File: src/rtl/mem_port_arbiter.sv
// Round-robin arbiter that gives one port at a time the shared_mem access path.
// It uses registered one-hot read/write grants and a hold quantum that forces a
// handover when another port is waiting.
module mem_port_arbiter #(
  parameter int PORT_COUNT = 4,
  parameter int MAX_HOLD   = 8,
  parameter int SEL_W      = $clog2(PORT_COUNT)
) (
  input  logic                  i_clk,
  input  logic                  i_rstn,
  input  logic [PORT_COUNT-1:0] i_req_rd,
  input  logic [PORT_COUNT-1:0] i_req_wr,
  output logic [PORT_COUNT-1:0] o_grant_rd,
  output logic [PORT_COUNT-1:0] o_grant_wr,
  output logic [SEL_W-1:0]      o_sel,
  output logic                  o_sel_vld,
  output logic                  o_mem_we,
  output logic                  o_preempt
);

  localparam int CNT_W = (MAX_HOLD > 1) ? $clog2(MAX_HOLD) : 1;
  localparam logic [CNT_W-1:0] CNT_MAX = CNT_W'(MAX_HOLD - 1);

  typedef enum logic [1:0] {IDLE, GRANT_WR, GRANT_RD} state_t;

  state_t                state, state_n;
  logic [SEL_W-1:0]      sel, sel_n;
  logic [SEL_W-1:0]      ptr, ptr_n;
  logic [CNT_W-1:0]      cnt, cnt_n;
  logic                  preempt, preempt_n;

  logic [PORT_COUNT-1:0] any_req, sel_oh, others, mask;
  logic [SEL_W-1:0]      start, idx, win;
  logic                  held, do_arb, found;

  function automatic logic [SEL_W-1:0] next_idx(input logic [SEL_W-1:0] i);
    if (int'(i) == PORT_COUNT - 1) return '0;
    return i + SEL_W'(1);
  endfunction

  assign any_req = i_req_rd | i_req_wr;
  assign sel_oh  = {{(PORT_COUNT-1){1'b0}}, 1'b1} << sel;
  assign others  = any_req & ~sel_oh;
  assign held    = ((state == GRANT_WR) && i_req_wr[sel]) ||
                   ((state == GRANT_RD) && i_req_rd[sel]);

  always_comb begin
    state_n   = state;
    sel_n     = sel;
    ptr_n     = ptr;
    cnt_n     = cnt;
    preempt_n = 1'b0;
    do_arb    = 1'b0;
    mask      = any_req;
    start     = ptr;
    found     = 1'b0;
    win       = '0;
    idx       = '0;

    if (state == IDLE || !held) begin
      do_arb = 1'b1;
    end else if (cnt == CNT_MAX && |others) begin
      // Quantum expired with someone waiting: hand over, skipping the holder.
      do_arb    = 1'b1;
      mask      = others;
      start     = next_idx(sel);
      preempt_n = 1'b1;
    end else if (cnt != CNT_MAX) begin
      cnt_n = cnt + CNT_W'(1);
    end

    for (int i = 0; i < PORT_COUNT; i++) begin
      idx = SEL_W'((int'(start) + i) % PORT_COUNT);
      if (!found && mask[idx]) begin
        found = 1'b1;
        win   = idx;
      end
    end

    if (do_arb) begin
      cnt_n = '0;
      if (found) begin
        state_n = i_req_wr[win] ? GRANT_WR : GRANT_RD;
        sel_n   = win;
        ptr_n   = next_idx(win);
      end else begin
        state_n   = IDLE;
        sel_n     = '0;
        preempt_n = 1'b0;
      end
    end
  end

  always_ff @(posedge i_clk) begin
    if (!i_rstn) begin
      state   <= IDLE;
      sel     <= '0;
      ptr     <= '0;
      cnt     <= '0;
      preempt <= 1'b0;
    end else begin
      state   <= state_n;
      sel     <= sel_n;
      ptr     <= ptr_n;
      cnt     <= cnt_n;
      preempt <= preempt_n;
    end
  end

  assign o_grant_wr = (state == GRANT_WR) ? sel_oh : '0;
  assign o_grant_rd = (state == GRANT_RD) ? sel_oh : '0;
  assign o_sel      = sel;
  assign o_sel_vld  = (state != IDLE);
  assign o_mem_we   = (state == GRANT_WR);
  assign o_preempt  = preempt;

endmodule

File: config.mk
export PLATFORM = sky130hd
export DESIGN_NAME = mem_port_arbiter
export DESIGN_NICKNAME = d
export VERILOG_FILES = /design/src/rtl/mem_port_arbiter.sv
export SDC_FILE = /design/constraint.sdc
export NUM_CORES = 1
export LEC_CHECK = 0
export ABC_AREA = 1
export BUFFER_PORTS_ARGS = -buffer_cell sky130_fd_sc_hd__buf_2
export CAP_MARGIN = 15
export CORE_ASPECT_RATIO = 0.8
export CORE_MARGIN = 5
export CORE_UTILIZATION = 54
export CTS_BUF_LIST = sky130_fd_sc_hd__clkbuf_16
export DETAILED_ROUTE_END_ITERATION = 10
export PLACE_DENSITY = 0.8
export SYNTH_ARGS = -nofsm -noshare
export SYNTH_HDL_FRONTEND = slang
export SYNTH_SLANG_ARGS = --single-unit
export TNS_END_PERCENT = 10
File: constraint.sdc
create_clock -name i_clk -period 3.3 [get_ports i_clk]
set_input_delay 0.165 -clock i_clk [delete_from_list [all_inputs] [get_ports i_clk]]
set_output_delay 0.165 -clock i_clk [all_outputs]
set_load 0.1 [all_outputs]
# Word level (Yosys, flattened, before mapping)
# Index checks and enable logic that the tools add are counted.
# classes
n_addsub	6
mux	46
n_eq_ne	6
shifts	1
reduce_logical	18
bitwise_logic	6
magnitude_cmp	6
# ops
operator	count
2-bit 2-to-1 mux	13
1-bit 2-to-1 mux	22
2-bit by 3-bit < comparator with 1-bit output, second input constant	6
4-bit 2-to-1 mux	4
1-bit binary-select mux with 2-bit select	7
2-bit by 1-bit adder with 2-bit output, second input constant	3
2-bit by 1-bit equality test with 1-bit output, second input constant	3
1-bit logical AND	6
2-bit adder, second input constant	2
4-bit AND	1
1-bit logical NOT	4
4-bit inverter	1
4-bit bitwise OR	1
4-bit OR reduction	1
1-bit by 2-bit left shift with 4-bit output, first input constant	1
3-bit by 1-bit adder with 3-bit output, second input constant	1
3-bit equality test, second input constant	1
3-bit != test, second input constant	1
1-bit inverter	3
3-bit AND reduction	1
2-bit equality test, second input constant	1
2-bit logical NOT	1
1-bit logical OR	2
2-bit AND reduction	1
other kinds (2)	2
# word_totals
input_bits	10
wordCells	94
ff_bits	10
output_inout_bits	13

# Longest topological paths before layout
# Gate-level depths: netlist of the first run.
# logic_depth
ltp_word	27
ltp_mapped	25
depth_no_buf	24

# Worst setup path before layout of the first run
# OpenSTA, ideal clock, no wires.
# synth_timing
kind	flip-flop to output port
from	reg state[0]
to	out o_grant_wr[0]
path_slack_ns	-0.179
arrival_time_ns	3.314
required_time_ns	3.135
path_buffers	0
stages_incl_launch_ff	5
path_cell_list	dfxtp_1 -> inv_1 -> nor2_1 -> inv_1 -> nor2_1
# synth_via
elab_chain_cells	2
# synth_rtl
item	line_no	rtl
start, declared	26	state_t state, state_n;
start signal, assigned	102	state <= state_n;
2-bit by 1-bit equality test with 1-bit output	--	
net o_mem_we	17	output logic o_mem_we,
4-bit 2-to-1 mux	110	assign o_grant_wr = (state == GRANT_WR) ? sel_oh : '0;
end, declared	14	output logic [PORT_COUNT-1:0] o_grant_wr,
# The timed path passes the listed nets, and every way through them passes these cells.

# Worst setup path in the final report of the first run
# layout_timing
from	reg sel[0] (netlist: o_sel[0])
to	reg state[1]
# layout_via
elab_chain_cells	23
elab_cells_between_ends	55
cone_classes	add/sub: 4; eq/ne: 1; shift: 1; mux: 34; bitwise: 2; reduce/logical: 13
# layout_rtl
item	line_no	rtl
start, declared	27	logic [SEL_W-1:0] sel, sel_n;
start signal, assigned	103	sel <= sel_n;
branches (longest 23 deep; another with 2-bit by 1-bit adder with 2-bit output)	--	
# Parallel ways; which one is timed is not known. The select of a mux whose other input is x is not followed.
# A chain may end at the register's enable or synchronous reset.

==> impl_metrics.csv, run 1 <==
group,metric,value,unit
cts,cts_root_buf,"clkbuf_16",
setup_path,crit_start,"o_sel[0]",
synth,syn_area,0.00122,mm2
cts,cts_tree,"yes",
setup_path,r2r-end,"state[1]",
setup_path,critPathKind,"flop to flop",
setup_path,end_kind,"flop",
floorplanning,die-width,63.1,um
cts,clk_path_buf_depth,2,
floorplanning,pin_count,23,
timing,rsz0062_at_grt,"no",
timing,slew_headroom,0.675,
global_route,grt_use_met2,0.317,
setup_path,rr_worst_depth,24,
synth,synth_area_leaders,"nand2_1, dfxtp_1, nor2_1, inv_1, nand3_1",
drt,first_pass_iters,4,
layout,final_cell_mix,"nand2_1, nor2_1, inv_1",
drt,drtAntennaViolNets,0,
synth,synth_warnings,0,
setup_path,reg2reg_from,"o_sel[0]",
cts,cts.repair.resized,0,
drt,routedWlPerCell,11.2,um
layout,drive_gt1_frac,0.211,
global_route,grt_max_degree,13,
cts,insertion_delay,0.23,ns
place,place_inst,267,
place,hpwl,2.54,mm
setup_path,critPathCapture,"state[1]",
layout,fin_area,0.00143,mm2
pwr,leakagePower,0.839,nW
place,io_buffers,22,
layout,multi_input_area,902,um2
cts,clkTransAtPathRegs,0.04,ns
pwr,cellPowerDensity,1010,mW/mm2
synth,synth_seq_cells,10,
cts,post_cts_buffers,0,
layout,regArea,200,um2
floorplanning,die_y,52.5,um
global_route,grt_pass1_vias,1208,
cts,cts_max_level,1,
drt,viasPerCell,5.13,
layout,nets,263,
synth,synthCells,221,
timing,hold_viol,0,
synth,synth_area_leader_cell,"nand2_1",
floorplanning,start_util,0.565,
pwr,total_power,1.44,mW
timing,period_minus_slack,2.81,ns
global_route,grt_overflow,0,
global_route,met3_usage,0.0536,
timing,setup_violations,0,
setup_path,critical_path_arrival,2.94,ns
setup_path,worst_ep_required_time,3.43,ns
floorplanning,dieArea,0.00331,mm2
timing,clock.fmax,355,MHz
layout,antenna_cells,0,
cts,numCtsBuffers,3,
drt,drt_iter0_drc,125,
drt,routed_wl,3.04,mm
layout,mostFrequentLayoutCell,"nand2_1",
min_path,hold_path.class,"input port to flop",
cts,cts_sinks,10,
timing,fin_skew,0.000648,ns
synth,synth.top_cell.area_share,0.259,
run,maxCapViolations,0,
layout,area_growth,17.1,%
global_route,antenna_found_initial,0,
global_route,track_usage,0.205,
global_route,met1_usage,0.272,
place,place_area,0.00135,mm2
layout,final_cells,271,
timing,fin_crit_sh,0.853,
layout,nFillCells,212,
timing,drv_slew,0,
drt,num_vias,1389,
global_route,grt_pass1_wl,5.31,mm
synth,syn_area_per_cell,5.51,um2
floorplanning,core,0.00216,mm2
global_route,top_usage_layer,"met2",
setup_path,critPathMaxFanout,12,
timing,hold_slack,0.200,ns
run_status,status,"complete, no violations",
synth,syn-num-nets,237,
synth,yosysSeqAreaShare,0.164,
pwr,ir_drop,716,uV
synth,yosys.cell_types.count,24,
cts,cts_hold_buf,0,
timing,worstMarginPinSlew,0.491,ns
setup_path,rrSetupSlack,0.49,ns
setup_path,critPathLaunchType,"flop",
place,gp_congestion,0.913,
floorplanning,rows,15,
drt,drc,0,
## sequential cells by signal, indices dropped and copies added, names as in the netlist
| register | count |
|---|---|
| cnt | 3 |
| o_preempt | 1 |
| o_sel | 2 |
| ptr | 2 |
| state | 2 |
## power breakdown
part	switching, mW	internal (mW)
Clock	0.0530	0.158
Combinational	0.769	0.262
Sequential	0.0398	0.156
## cells by family (layout without fill, tap and decap cells)
logic type,count (synthesis),in the layout,synth area share
AND/OR/NAND/NOR,163,163,0.615
buffers and inverters,29,54,0.0955
AO/OA/AOI/OAI,13,13,0.0637
flip-flops,10,10,0.164
adder cells (fa/ha/maj),6,6,0.0616
## worst max-delay path: stages (launching register included)
cell and delay, ns:
dfxtp_1 0.46, inv_2 0.12, ha_1 0.23, inv_1 0.14
nand2_1 0.09, nand2_1 0.07, nor2_1 0.06, nor2_4 0.15
nand2_4 0.13, nand2_1 0.10, nand2_2 0.11, nand2_1 0.13
nand2_1 0.08, nand2_1 0.08, nand2_1 0.06, nand2_1 0.07
nand2_2 0.06, nor2_2 0.09, nand2_2 0.08, nand2_4 0.08
nand2_1 0.06, nand3_2 0.06, nand2_1 0.06, nand2_1 0.07
nand2_1 0.05
## Yosys cell counts
| cell | instances |
|---|---|
| a21oi_1 | 4 |
| a22oi_1 | 1 |
| and2_1 | 1 |
| buf_6 | 1 |
| dfxtp_1 | 10 |
| ha_1 | 6 |
| inv_1 | 26 |
| inv_2 | 2 |
| nand2_1 | 84 |
| nand2_2 | 14 |
| nand2_4 | 5 |
| nand3_1 | 19 |
| nand3_2 | 2 |
| nand3b_1 | 3 |
| nand4_1 | 1 |
| nor2_1 | 31 |
| nor2_2 | 1 |
| nor2_4 | 1 |
| o21ai_0 | 4 |
| o21ai_1 | 1 |
| o21bai_1 | 1 |
| o21bai_2 | 1 |
| o22ai_1 | 1 |
| or2_2 | 1 |
## layer usage
metal,share of wire,up-vias
li1,-,734
met1,0.49,607
met2,0.41,44
met3,0.082,4
met4,0.012,0
met5,0,-
## how the worst min path moves through the flow
stage	to	cells after the start	slack [ns]	from
after floorplan	ptr[0]	2	0.30	i_rstn
after CTS	ptr[0]	3	0.20	i_rstn
after global placement	cnt[1]	2	0.46	cnt[1]
after detailed placement	ptr[0]	3	0.44	i_rstn
after global routing	ptr[0]	3	0.22	i_rstn
final	ptr[0]	3	0.20	i_rstn
## through the flow
| stage | utilization | setup slack, ns | TNS [ns] |
|---|---|---|---|
| floorplan | - | -0.179 | -0.794 |
| global placement | 0.625 | 0.581 | 0 |
| detailed placement | 0.625 | 0.529 | 0 |
| CTS | 0.661 | 0.515 | 0 |
| global route | 0.661 | 0.166 | 0 |
| finish | 0.661 | 0.486 | 0 |
## area by class of cell
cell class	instances	area share
Multi-Input combinational cell	182	0.632
Sequential cell	10	0.140
Timing Repair Buffer	22	0.0771
Inverter	28	0.0736
Clock buffer	3	0.0526
Tap cell	25	0.0219
Clock inverter	1	0.00263
Power figures use the tool's default switching activity.
==> run 2, diff against run 1 <==
- BUFFER_PORTS_ARGS: -buffer_cell sky130_fd_sc_hd__buf_2 -> not set
- DONT_BUFFER_PORTS: not set -> 1
- PLACE_DENSITY: 0.8 -> 0.71
==> run 2 against run 1 <==
Effect of this change: register-to-register slack barely moved; sequential cell count did not move; clock power barely moved; die area did not move; non-clock buffer count fell by 11; setup slack got worse by 0.0078 ns; core utilization fell by 0.23 points; sequential share of layout area barely moved.
==> impl_metrics.csv, run 2 (same netlist as run 1, synthesis figures left out) <==
group,metric,value,unit
place,place_inst,256,
timing,period_minus_slack,2.82,ns
setup_path,cp_slowest_stage_delay,0.43,ns
cts,cts_tree,"yes",
floorplanning,pin_count,23,
layout,mostFrequentLayoutCell,"nand2_1",
timing,setup_ws,0.478,ns
pwr,cellPowerDensity,1040,mW/mm2
setup_path,critPathMaxFanout,12,
global_route,track_usage,0.224,
pwr,leakagePower,0.792,nW
timing,hold_viol,0,
layout,nFillCells,197,
cts,cts.repair.resized,0,
global_route,grt_pass1_wl,5.93,mm
cts,cts_max_level,1,
min_path,hold_path.class,"input port to flop",
run_status,status,"complete, no violations",
timing,worstMarginPinSlew,0.943,ns
timing,clock.fmax,354,MHz
setup_path,critical_path_arrival,2.95,ns
global_route,grt_max_degree,13,
cts,clk_path_buf_depth,2,
layout,area_growth,16.7,%
cts,insertion_delay,0.24,ns
drt,viasPerCell,5.37,
timing,slew_headroom,0.371,
setup_path,cp_cell_sequence,"inv_1 -> ha_1 -> inv_1 -> nand2_1 -> nand2_1 -> nor2_1 -> nor2_4 -> nand2_4 -> nand2_1 -> nand2_2 -> nand2_1 -> nand3_1 -> nand2_1 -> nand4_1 -> nand2_2 -> nand2_4 -> nand2_1 -> nand3_2 -> nand3_1 -> nand2_1",
drt,drt_iter0_drc,66,
global_route,grt_overflow,0,
drt,dr_wl_met2,1.53,mm
floorplanning,core,0.00216,mm2
floorplanning,die-width,63.1,um
layout,largest_reg_flops,3,
drt,num_vias,1396,
place,dp_slack,0.551,ns
cts,numCtsBuffers,3,
place,io_buffers,0,
drt,top_layer_used,"met4",
setup_path,cpMaxStageDelayCell,"dfxtp_1",
timing,hold_slack,0.0925,ns
setup_path,crit_family,"simple AND/OR/NAND/NOR gates",
setup_path,end_kind,"flop",
floorplanning,rows,15,
setup_path,critPathKind,"flop to flop",
layout,fin_area,0.00142,mm2
cts,post_cts_buffers,0,
floorplanning,dieArea,0.00331,mm2
global_route,grt_pass1_vias,1285,
floorplanning,die_y,52.5,um
timing,setup_violations,0,
timing,fin_skew,0.00255,ns
setup_path,critPathMostFrequentCell,"nand2_1",
cts,cts_root_buf,"clkbuf_16",
cts,cts_hold_buf,0,
drt,wl_met1,1.55,mm
layout,drive_gt1_frac,0.213,
layout,antenna_cells,0,
layout,largest_register,"cnt",
drt,drtAntennaViolNets,0,
setup_path,critPathLaunchType,"flop",
layout,final_cell_mix,"nand2_1, inv_1, nor2_1",
layout,nets,252,
global_route,antenna_found_initial,0,
timing,rsz0062_at_grt,"no",
floorplanning,start_util,0.565,
drt,met3_wirelength,295,um
setup_path,cp_num_buf_inv,2,
drt,routed_wl,3.45,mm
layout,multi_input_area,925,um2
timing,finalSetupTns,0,ns
cts,clkTransAtPathRegs,0.04,ns
layout,regArea,200,um2
timing,fin_crit_sh,0.855,
place,place_area,0.00134,mm2
pwr,total_power,1.48,mW
drt,first_pass_iters,4,
drt,drc,0,
drt,routedWlPerCell,13.3,um
place,hpwl,2.77,mm
run,maxCapViolations,0,
cts,cts_sinks,10,
layout,utilization,0.659,
pwr,ir_drop,904,uV
timing,drv_slew,0,
setup_path,worst_ep_required_time,3.43,ns
place,gp_congestion,0.909,
layout,final_cells,260,
## run 2: final timing paths
check,startpoint,to,slack (ns),depth (start not counted)
hold reg to reg,cnt[1],cnt[1],0.49,2
hold / removal,i_rstn,ptr[0],0.09,2
setup reg to reg,o_sel[1],state[0],0.48,20
setup / recovery,o_sel[1],state[0],0.48,20
## run 2: layer usage
layer | track usage | vias to the layer above
met2 | 0.372 | 64
met1 | 0.283 | 612
met5 | 0 | -
met4 | 0.0459 | 0
li1 | - | 712
met3 | 0.0751 | 8
## run 2: area by class of cell
class,instances,share of cell area
Clock inverter,1,0.00264
Timing Repair Buffer,11,0.0580
Sequential cell,10,0.141
Inverter,28,0.0739
Clock buffer,3,0.0528
Tap cell,25,0.0220
Multi-Input combinational cell,182,0.650
## run 2: report_power, final
group	internal, mW	leakage (nW)	switching [mW]	total, mW
clock	0.159	0.0385	0.0557	0.214
sequential	0.156	0.0820	0.0395	0.195
combinational	0.275	0.671	0.793	1.07
==> run 3, diff against run 2 <==
--- a/config.mk
+++ b/config.mk
@@ -19,2 +19,2 @@
 export SYNTH_SLANG_ARGS = --single-unit
-export TNS_END_PERCENT = 10
+export TNS_END_PERCENT = 30
==> constraint.sdc (replaced) <==
create_clock -name i_clk -period 3.3 [get_ports i_clk]
set_input_delay 0 -clock i_clk [delete_from_list [all_inputs] [get_ports i_clk]]
set_output_delay 0 -clock i_clk [all_outputs]
set_load 0.1 [all_outputs]
==> run 3 against run 2 <==
Effect of this change: sequential share of layout area shrank 0.062 points; maximum frequency shrank 0.78%; critical path depth grew 4; critical path type unchanged; largest cell class unchanged; largest power group unchanged.
==> impl_metrics.csv, run 3 (same netlist as run 1, synthesis figures left out) <==
group,metric,value,unit
setup_path,critPathCapture,"state[1]",
run_status,status,"complete, no violations",
layout,area_growth,17.2,%
global_route,grt_overflow,0,
setup_path,rrSetupSlack,0.46,ns
place,place_inst,256,
layout,mostFrequentLayoutCell,"nand2_1",
floorplanning,rows,15,
layout,largest_reg_flops,3,
cts,cts_root_buf,"clkbuf_16",
global_route,grt_max_degree,13,
setup_path,critical_path_arrival,2.98,ns
layout,final_cells,260,
timing,fin_crit_sh,0.862,
timing,worstMarginPinSlew,0.940,ns
cts,clk_path_buf_depth,2,
setup_path,worst_ep_required_time,3.43,ns
timing,rsz0062_at_grt,"no",
setup_path,end_kind,"flop",
timing,drv_slew,0,
setup_path,cp_cell_sequence,"inv_2 -> ha_1 -> inv_1 -> nand2_1 -> nand2_1 -> nor2_1 -> nor2_4 -> nand2_4 -> nand2_1 -> nand2_2 -> nand2_1 -> nand2_1 -> nand2_1 -> nand2_1 -> nand2_1 -> nand2_2 -> nor2_2 -> nand2_2 -> nand2_4 -> nand2_1 -> nand3_2 -> nand2_1 -> nand2_1 -> nand2_1",
run,maxCapViolations,0,
layout,fin_area,0.00143,mm2
setup_path,critPathMostFrequentCell,"nand2_1",
setup_path,critPathKind,"flop to flop",
drt,drt_iter0_drc,97,
floorplanning,pin_count,23,
cts,cts_hold_buf,1,
layout,final_cell_mix,"nand2_1, inv_1, nor2_1",
layout,drive_gt1_frac,0.213,
drt,viasPerCell,5.19,
floorplanning,core,0.00216,mm2
pwr,pwr-share-seq,0.133,
cts,cts.repair.resized,0,
global_route,grt_pass1_vias,1238,
timing,period_minus_slack,2.84,ns
pwr,netSwitchingFraction,0.599,
timing,hold_viol,0,
drt,met3_wirelength,281,um
setup_path,cpMaxStageDelayCell,"dfxtp_1",
setup_path,reg2reg_from,"o_sel[0]",
setup_path,critPathMaxFanout,12,
pwr,ir_drop,842,uV
cts,cts_sinks,10,
place,place_area,0.00134,mm2
setup_path,critPathLaunchType,"flop",
setup_path,r2r-end,"state[1]",
pwr,pwr-share-comb,0.722,
layout,nets,253,
pwr,cell_internal_pwr,0.590,mW
cts,post_cts_buffers,0,
layout,antenna_cells,0,
place,io_buffers,0,
global_route,track_usage,0.211,
place,hpwl,2.72,mm
timing,setup_violations,0,
timing,slew_headroom,0.372,
pwr,leakagePower,0.794,nW
cts,numCtsBuffers,3,
drt,routed_wl,3.30,mm
floorplanning,dieArea,0.00331,mm2
drt,wl_met1,1.49,mm
cts,clkTransAtPathRegs,0.04,ns
global_route,grt_pass1_wl,5.51,mm
drt,drc,0,
layout,largest_register,"cnt",
cts,cts_max_level,1,
pwr,cellPowerDensity,1030,mW/mm2
drt,dr_wl_met2,1.52,mm
place,gp_congestion,0.839,
floorplanning,start_util,0.565,
floorplanning,die_y,52.5,um
drt,first_pass_iters,4,
cts,cts_tree,"yes",
min_path,hold_path.class,"input port to flop",
timing,fin_skew,0.00621,ns
drt,routedWlPerCell,12.7,um
min_path,whs_path_depth,4,
setup_path,cp_slowest_stage_delay,0.47,ns
setup_path,rr_worst_depth,24,
pwr,p_sw,0.882,mW
drt,top_layer_used,"met4",
floorplanning,die-width,63.1,um
layout,utilization,0.662,
timing,clock.fmax,352,MHz
pwr,pwr-share-clk,0.145,
cts,insertion_delay,0.24,ns
timing,finalSetupTns,0,ns
drt,num_vias,1349,
setup_path,crit_start,"o_sel[0]",
pwr,total_power,1.47,mW
drt,drtAntennaViolNets,0,
global_route,antenna_found_initial,0,
## run 3: layer usage
layer | global-route usage | up-vias
li1 | - | 711
met1 | 0.278 | 592
met2 | 0.357 | 44
met3 | 0.0515 | 2
met4 | 0.0318 | 0
met5 | 0 | -
## run 3: worst min path at each step
stage	endpoint	slack [ns]	start
2_1_floorplan	ptr[0]	0.14	i_rstn
3_3_place_gp	ptr[0]	0.15	i_rstn
3_5_place_dp	ptr[0]	0.15	i_rstn
4_1_cts	state[0]	0.03	i_req_wr[3]
5_1_grt	state[0]	0.07	i_req_wr[3]
6_report	state[0]	0.03	i_req_wr[3]
## run 3: stage by stage
| step | worst slack, ns | hold WS (ns) |
|---|---|---|
| 2_1_floorplan | 0.114 | 0.138 |
| 3_3_place_gp | 0.590 | 0.152 |
| 3_5_place_dp | 0.504 | 0.152 |
| 4_1_cts | 0.473 | 0.0305 |
| 5_1_grt | 0.199 | 0.0745 |
| 6_report | 0.456 | 0.0293 |
## run 3: critical path, delay by kind of cell, from the launching register on
family	cells	cell delay [ns]
and+or+nand+nor	21	1.75
DFF	1	0.47
adders and majority gates	1	0.24
buffers and inverters	2	0.27
## run 3: cell type report
| type | instances | area [um2] |
|---|---|---|
| Timing Repair Buffer | 12 | 92.6 |
| Tap cell | 25 | 31.3 |
| Multi-Input combinational cell | 182 | 925 |
| Sequential cell | 10 | 200 |
| Clock buffer | 3 | 75.1 |
| Inverter | 28 | 105 |
| Fill cell | 198 | 729 |
## run 3: power by group through the flow
stage | registers, mW | clock network, mW | logic (mW)
after floorplan | 0.258 | 0 | 0.787
after global placement | 0.196 | 0 | 1.03
after detailed placement | 0.197 | 0 | 1.05
after CTS | 0.195 | 0.213 | 1.05
after global routing | 0.200 | 0.221 | 1.16
final | 0.196 | 0.213 | 1.06
